===== config.mk =====
export PLATFORM = sky130hd
export DESIGN_NAME = display
export DESIGN_NICKNAME = d
export VERILOG_FILES = /design/src/rtl/display_pkg.sv /design/src/rtl/display_seg7_decoder.sv /design/src/rtl/display.sv
export SDC_FILE = /design/constraint.sdc
export NUM_CORES = 1
export LEC_CHECK = 0
export ABC_AREA = 1
export BUFFER_PORTS_ARGS = -buffer_cell sky130_fd_sc_hd__buf_2
export CAP_MARGIN = 20
export CELL_PAD_IN_SITES_DETAIL_PLACEMENT = 0
export CELL_PAD_IN_SITES_GLOBAL_PLACEMENT = 1
export CORE_UTILIZATION = 39
export DETAILED_ROUTE_END_ITERATION = 12
export HOLD_SLACK_MARGIN = 0.06
export PLACE_DENSITY = 0.91
export SLEW_MARGIN = 20
export SYNTH_ARGS = -nofsm -noshare
export SYNTH_HDL_FRONTEND = slang
export SYNTH_SLANG_ARGS = --single-unit

===== constraint.sdc =====
create_clock -name clk -period 2.21 [get_ports clk]
set_input_delay 0.221 -clock clk [delete_from_list [all_inputs] [get_ports clk]]
set_output_delay 0.221 -clock clk [all_outputs]
set_load 0.01 [all_outputs]

===== src/rtl/display_pkg.sv =====
// Shared constants for the 4-digit 7-segment scan driver.
// Segment patterns are active-low {dp,g,f,e,d,c,b,a} with dp held off.
package display_pkg;

   localparam int unsigned DIGIT_SEL_W = 2;
   localparam logic [7:0]  SEG_BLANK   = 8'hFF;

   localparam logic [7:0] SEG_DIGIT [10] = '{
      8'hC0, 8'hF9, 8'hA4, 8'hB0, 8'h99,
      8'h92, 8'h82, 8'hF8, 8'h80, 8'h90
   };

endpackage


===== src/rtl/display_seg7_decoder.sv =====
// Combinational BCD to active-low 7-segment decode; non-decimal codes blank.
module seg7_decoder
   import display_pkg::*;
(
   input  logic [3:0] val_i,
   output logic [7:0] seg_o
);

   always_comb begin
      seg_o = SEG_BLANK;
      if (val_i < 4'd10)
         seg_o = SEG_DIGIT[val_i];
   end

endmodule


===== src/rtl/display.sv =====
// Time-multiplexed driver for two 0-79 scores on a 4-digit common-anode display.
// Left pair is player 1, right pair is player 2; one digit is lit per prescaler slot.
module display
   import display_pkg::*;
#(
   parameter int unsigned REFRESH_DIV = 100000
) (
   input  logic                   clk,
   input  logic                   rst_n,
   input  logic [3:0]             p2_ones,
   input  logic [2:0]             p2_tens,
   input  logic [3:0]             p1_ones,
   input  logic [2:0]             p1_tens,
   output logic [3:0]             an,
   output logic [7:0]             seg,
   output logic [DIGIT_SEL_W-1:0] count
);

   localparam int unsigned PW = (REFRESH_DIV > 1) ? $clog2(REFRESH_DIV) : 1;
   localparam logic [PW-1:0] PRESC_MAX = PW'(REFRESH_DIV - 1);

   logic [PW-1:0]          presc_q, presc_d;
   logic [DIGIT_SEL_W-1:0] cnt_q, cnt_d;
   logic [3:0]             an_q, an_d;
   logic [7:0]             seg_q, seg_d;
   logic [3:0]             dig_val;
   logic                   wrap;

   always_comb begin
      wrap    = (presc_q == PRESC_MAX);
      presc_d = wrap ? '0 : presc_q + PW'(1);
      cnt_d   = wrap ? cnt_q + DIGIT_SEL_W'(1) : cnt_q;
   end

   // Select from the live count and live inputs; the output stage adds the one-cycle lag.
   always_comb begin
      an_d    = 4'b1111;
      dig_val = 4'd0;
      case (cnt_q)
         2'd0: begin an_d = 4'b1110; dig_val = p2_ones;         end
         2'd1: begin an_d = 4'b1101; dig_val = {1'b0, p2_tens}; end
         2'd2: begin an_d = 4'b1011; dig_val = p1_ones;         end
         2'd3: begin an_d = 4'b0111; dig_val = {1'b0, p1_tens}; end
         default: ;
      endcase
   end

   seg7_decoder u_dec (
      .val_i (dig_val),
      .seg_o (seg_d)
   );

   always_ff @(posedge clk) begin
      if (!rst_n) begin
         presc_q <= '0;
         cnt_q   <= '0;
         an_q    <= 4'b1111;
         seg_q   <= SEG_BLANK;
      end else begin
         presc_q <= presc_d;
         cnt_q   <= cnt_d;
         an_q    <= an_d;
         seg_q   <= seg_d;
      end
   end

   assign an    = an_q;
   assign seg   = seg_q;
   assign count = cnt_q;

endmodule


==> impl_metrics.tcl, run 1 <==
set metrics [dict create \
    status "completed" \
    final_hold_viol_count 0 \
    clkTransAtPathRegs_ps 70 \
    end_kind "flop" \
    antenna_cells 0 \
    grt_first_pass_wirelength_um 5600 \
    dp_hpwl_um 2470 \
    syn_area_per_cell_um2 6.97 \
    gr-usage-all-layers 0.166 \
    synth-xor-area-share 0.0477 \
    synth_top_area_frac 0.364 \
    avgRoutedWirePerCell_um 10.3 \
    synth-async-reset-ratio 0 \
    cts_setup_buffers 0 \
    drive_above_1_share 0.167 \
    finalCriticalPeriod_ps 1850 \
    cts_hold_buffers 0 \
    syn_to_final_growth_pct 17.3 \
    grt_max_degree 16 \
    required_ps 2440 \
    hold_path_class "in2reg" \
    overflow 0 \
    ys_seq_area_frac 0.364 \
    fmax_mhz 540 \
    synth_ff_type "dfxtp_1" \
    synth_compound_area_frac 0.0356 \
    clk_latency_ps 290 \
    power_density_nw_per_um2 617 \
    yosysWarnings 0 \
    yosys-top-cells-count "nand2_1 (69), nor2_1 (41), dfxtp_1 (30), inv_1 (27), nand3_1 (24)" \
    final.setup.tns_ps 0 \
    synth_top_family_by_area "simple AND/OR/NAND/NOR gates" \
    first_iter_violations 89 \
    critPathMostFrequentCell "nand3_1" \
    synth_edf_count 0 \
    antenna_left 0 \
    crit_fanout 7 \
    crit_family "adder cells" \
    worst-path-buf-inv 2 \
    drc_errors 0 \
    die-height_um 67.1 \
    yosys.cell_types.count 26 \
    leakagePower_uw 0.000821 \
    gp_congestion 0.812 \
    grt_pass1_vias 1313 \
    wl_met1_um 1570 \
    nNetsFinal 295 \
    dieWidth_um 67.1 \
    total_power_uw 1200 \
    muxShareOfSynthArea 0 \
    io_buffer_count 28 \
    critPathArrivalTime_ps 2080 \
    synth_fp_nets 263 \
    start_util 0.410 \
    coreArea_um2 4030 \
    io_pins 30 \
    rsz0062_at_grt "false" \
    path_class "reg2reg" \
    synth_fa_ha_area_frac 0.0758 \
    cts_buffer_depth 2 \
    ir_worst_vdd_mv 0.341 \
    yosys.area_share.simple 0.391 \
    maxCapViolations 0 \
    yosys-top-cells-area "dfxtp_1 (36%), nand2_1 (16%), nor2_1 (9.3%)" \
    setup_viol_count_final 0 \
    worstPathCellList "inv_1 > ha_1 > inv_2 > nand2_1 > o21bai_1 > ha_1 > nand3_1 > nand3_1 > nand3_1" \
    htreeDepth 2 \
    vias 1493 \
    synthCells 237 \
    dieArea_um2 4500 \
    dr.max_layer_used "met4" \
    crit_path_start_kind "flop" \
    viasPerCell 4.67 \
    drt_pass1_iterations 4 \
    fin_skew_ps 10.5 \
    root_buffer "clkbuf_8" \
    cts_buffers 5 \
    wl_met2_um 1480 \
    route.met3.wl_um 188 \
    rows 23 \
    slowest_delay_ps 420 \
    synth.largest_area_cell "dfxtp_1" \
    antenna_found_initial 0 \
    slew_violations 0 \
    cp_slowest_cell "dfxtp_1" \
    cts_sinks 30 \
    cts_tree "built" \
    cts-resized-gates 0 \
    routed_wl_um 3290 \
    yosysMostFrequentCell "nand2_1" \
    finalCritPeriodShare 0.839 \
    ys_seq_elements 30 \
    synth_area_um2 1650 \
]
[kinds of logic after synthesis]
logic type | after synthesis
and+or+nand+nor | 149
AOI/OAI and AO/OA | 6
xor gates and xnor gates | 9
buffers and inverters | 32
adders and majority gates | 10
DFF | 30
other | 1
[cell type report]
class	count	area, um^2
clock inverter	3	40.0
multi-input combinational	175	912
timing repair buffer	29	148
inverter	28	105
tap	50	62.6
fill	438	2090
sequential	30	601
clock buffer	5	68.8
[flip-flops by register name (all words and copies together), names as in the netlist]
signal   cells
presc_q     17
seg          7
an           4
count        2
[power by group]
group	total, uW	switching [uW]	leakage, uW	internal [uW]
Clock	547	215	0.0000579	331
Combinational	88.2	51.1	0.000518	37.1
Sequential	560	5.13	0.000245	555
Total	1200	272	0.000821	924
[per-layer routing]
layer	global-route usage	vias to the layer above
met4	0.0745	0
met2	0.270	41
met3	0.0462	7
met1	0.200	653
met5	0	-
li1	-	792
[worst paths after layout]
kind | startpoint | end | slack, ps | cells after the start
max reg2reg | count[0] | seg[3] | 360 | 9
min | rst_n | an[3] | 270 | 2
min reg2reg | presc_q[0] | presc_q[0] | 450 | 1
max | count[0] | seg[3] | 360 | 9
[placed cells by master, fill, tap and decap left out, types with 2 or more instances in the layout]
master    count
buf_2        28
clkbuf_8      5
clkinv_2      2
dfxtp_1      30
ha_1         10
inv_1        27
nand2_1      69
nand3_1      24
nand4_1       5
nor2_1       41
nor3_1        3
o21ai_4       2
o21bai_1      2
xnor2_1       2
xor2_1        7
[per-stage QoR]
stage / worst slack (ps) / cells / utilization / hold slack, ps / area (um^2)
global route: 171 / 320 / 0.481 / 276 / 1940
global placement: 447 / 312 / 0.454 / 434 / 1830
floorplan: 373 / 237 / - / 305 / 1650
CTS: 369 / 320 / 0.481 / 267 / 1940
finish: 357 / 320 / 0.481 / 269 / 1940
detailed placement: 378 / 312 / 0.454 / 440 / 1830
(Power assumes the default switching activity.)
==> inputs of run 2 (changes only) <==
Settings changed: ABC_AREA 1 to 0, CORE_UTILIZATION 39 to 36, PLACE_DENSITY 0.91 to 0.85.
Clock period 2.21 ns to 1.5 ns, I/O delays scaled along.
==> impl_metrics.tcl, run 2 <==
set metrics [dict create \
    yosysWarnings 0 \
    gr-usage-all-layers 0.179 \
    antenna_cells 0 \
    end_kind "flop" \
    fillers 316 \
    clk_latency_ps 280 \
    crit_fanout 5 \
    nNetsFinal 245 \
    synth_ff_type "dfxtp_1" \
    path_class "reg2reg" \
    gp_congestion 0.843 \
    slew_violations 0 \
    yosysMostFrequentCell "dfxtp_1" \
    synthCells 159 \
    htreeDepth 2 \
    yosys-top-cells-count "dfxtp_1 (30), nor2_1 (19), nand2_1 (13), ha_1 (10), inv_1 (9)" \
    syn_area_per_cell_um2 9.24 \
    slowest_delay_ps 420 \
    largest_register "presc_q" \
    synth.largest_area_cell "dfxtp_1" \
    yosys-top-cells-area "dfxtp_1 (41%), ha_1 (8.5%), nor2_1 (4.9%)" \
    final_hold_viol_count 0 \
    viasPerCell 5.00 \
    setup_ws_ps -511 \
    violations "negative setup slack" \
    required_ps 1660 \
    fmax_mhz 497 \
    rsz0062_at_grt "true" \
    antenna_left 0 \
    grt_max_degree 17 \
    synth-async-reset-ratio 0 \
    io_buffer_count 28 \
    setup_viol_count_final 7 \
    dieWidth_um 65.9 \
    antenna_found_initial 0 \
    cts_sinks 30 \
    synth_area_um2 1470 \
    final_util 0.580 \
    dp_hpwl_um 2350 \
    synth_top_area_frac 0.409 \
    avgRoutedWirePerCell_um 13.0 \
    critPathArrivalTime_ps 2170 \
    routed_wl_um 3480 \
    start_util 0.387 \
    overflow 0 \
    drc_errors 0 \
    grt_pass1_vias 1325 \
    final_cell_mix "buf_2 (28), buf_4 (26), dfxtp_1 (23)" \
    largest_reg_flops 17 \
    ir_worst_vdd_mv 0.449 \
    cp_slowest_cell "a222oi_1" \
    clkTransAtPathRegs_ps 60 \
    pre_cts_ws_ps -390 \
    drt_pass1_iterations 4 \
    grt_first_pass_wirelength_um 5860 \
    leakagePower_uw 0.000895 \
    cts_hold_buffers 0 \
    cts_tree "built" \
    rows 22 \
    dieArea_um2 4340 \
    root_buffer "clkbuf_8" \
    cts_buffer_depth 2 \
    vias 1339 \
    tightest_slew_ps 547 \
    ys_seq_elements 30 \
    status "finished, violations left" \
    power_density_nw_per_um2 748 \
    finalCriticalPeriod_ps 2010 \
    coreArea_um2 3800 \
    hold_path_class "in2reg" \
    synth_fp_nets 185 \
    worstPathCellList "inv_4 > ha_4 > a222oi_1 > mux2i_2 > inv_2 > buf_6 > ha_1 > inv_1 > mux2i_1 > a21oi_1" \
    slew_headroom 0.635 \
    synth_edf_count 0 \
    first_iter_violations 72 \
    maxCapViolations 0 \
    yosys.cell_types.count 37 \
    drive_above_1_share 0.482 \
    total_power_uw 1650 \
    ys_seq_area_frac 0.409 \
    fin_skew_ps 3.30 \
    crit_path_start_kind "flop" \
    die-height_um 65.9 \
    final_common_cell "buf_2" \
    io_pins 30 \
    finalCritPeriodShare 1.34 \
    syn_to_final_growth_pct 50.0 \
    cts_buffers 5 \
    final.setup.tns_ps -2910 \
]
[run 2: cell count changes after synthesis, moves of 3 or more]
cell,previous run,this run
o21ai_0,1,5
and3_1,0,3
a21oi_1,0,6
nor2_1,41,19
a222oi_1,0,3
nand3_1,24,5
xnor2_1,2,7
nand2_1,69,13
inv_1,27,9
mux2i_1,0,5
[run 2: repair_timing]
item,in CTS,in global routing
resized for setup,14,23
pin swaps,8,9
buffers inserted,5,0
endpoints found under the setup margin,7,25
[run 2: stage by stage]
stage | instances | area [um^2] | hold WS, ps
2_1_floorplan | 159 | 1550 | 321
5_1_grt | 268 | 2200 | 157
3_5_place_dp | 255 | 1910 | 442
3_3_place_gp | 255 | 1910 | 441
4_1_cts | 268 | 2110 | 146
6_report | 268 | 2200 | 155
[run 2: area by class of cell]
class                   count  area (um^2)  share of cell area
multi-input cells         115         1020               0.461
flip-flops and latches     30          617               0.280
repair buffers             58          389               0.177
clock buffers               5         68.8              0.0312
well taps                  48         60.1              0.0273
inverters                   9         36.3              0.0165
clock inverters             3         16.3             0.00738
[run 2: worst paths after layout]
path	start	to	slack [ps]	cells past startpoint
max	count[1]	seg[5]	-510	10
min	rst_n	an[1]	150	2
min reg2reg	presc_q[0]	presc_q[0]	430	1
max reg2reg	count[1]	seg[5]	-510	10
[run 2: critical path, delay by kind of cell (launching register included)]
family	cells	cell delay, ps
flops	1	400
mux	2	350
fa+ha+maj	2	290
buf+inv	4	320
compound gates	2	520
[run 2: report_power, final]
group	switching, uW	internal [uW]	total, uW
registers	8.83	813	822
clock network	306	317	622
logic	106	97.3	204
[run 2: cells by family after synthesis]
family | count (synthesis) | share of synthesized area
AOI/OAI and AO/OA | 19 | 0.0852
xor gates and xnor gates | 15 | 0.0894
muxes | 7 | 0.0511
other | 1 | 0.00255
buffers and inverters | 14 | 0.0451
DFF | 30 | 0.409
adders and majority gates | 10 | 0.0852
and+or+nand+nor | 63 | 0.233
[run 2: routing by layer]
layer	vias to the layer above	global-route usage	wire length [um]
li1	676	-	-
met1	610	0.220	1500
met2	42	0.290	1720
met3	11	0.0431	174
met4	0	0.0870	89
met5	-	0	0
==> inputs of run 3 (changes only) <==
Settings changed: BUFFER_PORTS_ARGS -buffer_cell sky130_fd_sc_hd__buf_2 to not set, CORE_MARGIN set to 2, CORE_UTILIZATION 36 to 42, DONT_BUFFER_PORTS set to 1, PLACE_DENSITY 0.85 to 0.86.
==> impl_metrics.tcl, run 3 (synthesis gave the netlist of run 2 again) <==
set metrics [dict create \
    status "finished, violations left" \
    violations "negative setup slack" \
    vias 1292 \
    rows 21 \
    grt_first_pass_wirelength_um 6010 \
    cts_tree "built" \
    syn_to_final_growth_pct 43.9 \
    antenna_cells 0 \
    pre_cts_ws_ps -449 \
    grt_max_degree 17 \
    largest_reg_flops 17 \
    fin_skew_ps 13.5 \
    io_pins 30 \
    slew_violations 0 \
    cts_buffer_depth 2 \
    maxCapViolations 0 \
    final.setup.tns_ps -2380 \
    crit_fanout 5 \
    cts_sinks 30 \
    largest_register "presc_q" \
    rsz0062_at_grt "true" \
    dieArea_um2 3990 \
    ir_worst_vdd_mv 0.305 \
    required_ps 1720 \
    dieWidth_um 63.1 \
    final_hold_viol_count 0 \
    drt_pass1_iterations 5 \
    leakagePower_uw 0.000816 \
    total_power_uw 1460 \
    root_buffer "clkbuf_4" \
    gr-usage-all-layers 0.192 \
    drive_above_1_share 0.466 \
    timing.hold.ws_ps 74.0 \
    gp_congestion 0.870 \
    nNetsFinal 229 \
    drc_errors 0 \
    finalCritPeriodShare 1.24 \
    io_buffer_count 0 \
    power_density_nw_per_um2 692 \
    end_kind "flop" \
    routed_wl_um 3570 \
    final_cell_mix "buf_4 (35), dfxtp_1 (20), nor2_1 (19)" \
    htreeDepth 2 \
    avgRoutedWirePerCell_um 14.3 \
    setup_ws_ps -367 \
    clkTransAtPathRegs_ps 100 \
    start_util 0.440 \
    final_common_cell "buf_4" \
    antenna_found_initial 0 \
    setup_viol_count_final 7 \
    grt_pass1_vias 1289 \
    antenna_left 0 \
    design_area_um2 2110 \
    first_iter_violations 58 \
    critPathArrivalTime_ps 2090 \
    coreArea_um2 3340 \
    viasPerCell 5.17 \
    clk_latency_ps 330 \
    path_class "reg2reg" \
    fillers 272 \
    cts_buffers 5 \
    dp_hpwl_um 2400 \
    die-height_um 63.1 \
    dpl_cell_area_um2 1810 \
    fmax_mhz 536 \
    crit_path_start_kind "flop" \
    overflow 0 \
    finalCriticalPeriod_ps 1870 \
    hold_path_class "in2reg" \
]
==> run 3: changes by cell type in the layout (fill, tap and decap cells not counted), moves of 3 or more <==
cell / change
clkbuf_4: +5
buf_4: +9
buf_2: -28
clkbuf_8: -5
dlygate4sd3_1: +5
dfxtp_1: -3
==> run 3: worst paths after layout <==
kind	start	end	slack (ps)	cells past startpoint
setup / recovery	count[1]	seg[4]	-370	8
hold / removal	rst_n	seg[3]	70	3
setup reg to reg	count[1]	seg[4]	-370	8
hold reg to reg	presc_q[16]	presc_q[16]	490	2
==> run 3: where the power goes <==
| part | internal [uW] | switching [uW] | total, uW |
|---|---|---|---|
| combinational | 75.9 | 81.0 | 157 |
| sequential | 812 | 18.9 | 831 |
| clock | 182 | 293 | 475 |
==> run 3: worst max-delay path: stages (launching register included) <==
cell      delay (ps)
dfxtp_4          400
ha_4             180
a222oi_1         360
buf_4            180
mux2i_4           60
buf_6            140
buf_4            140
a211oi_2         220
o21ai_2           80
==> run 3: area by class of cell <==
cell class                      count  area [um^2]  share of cell area
Multi-Input combinational cell    115          991               0.469
Sequential cell                    30          623               0.295
Timing Repair Buffer               42          344               0.163
Tap cell                           46         57.6              0.0272
Inverter                            9         38.8              0.0184
Clock buffer                        5         37.5              0.0178
Clock inverter                      3         21.3              0.0101
==> run 3: what timing repair did <==
item	CTS	global route
pin swaps	6	8
endpoints found under the setup margin	8	24
gates resized for setup	20	20
hold buffers	5	0
endpoints found under the hold margin	11	0
setup buffers	3	4
==> run 3: routing by layer <==
metal  vias up  global-route usage  part of all wire
li1        641                   -                 -
met1       614               0.206              0.40
met2        30               0.358              0.55
met3         7              0.0571             0.041
met4         0              0.0611             0.012
met5         -                   0                 0
==> run 3: per-stage QoR <==
stage               utilization  std cells
CTS                       0.606        246
global route              0.633        250
finish                    0.633        250
floorplan                     -        159
global placement          0.541        230
detailed placement        0.541        230
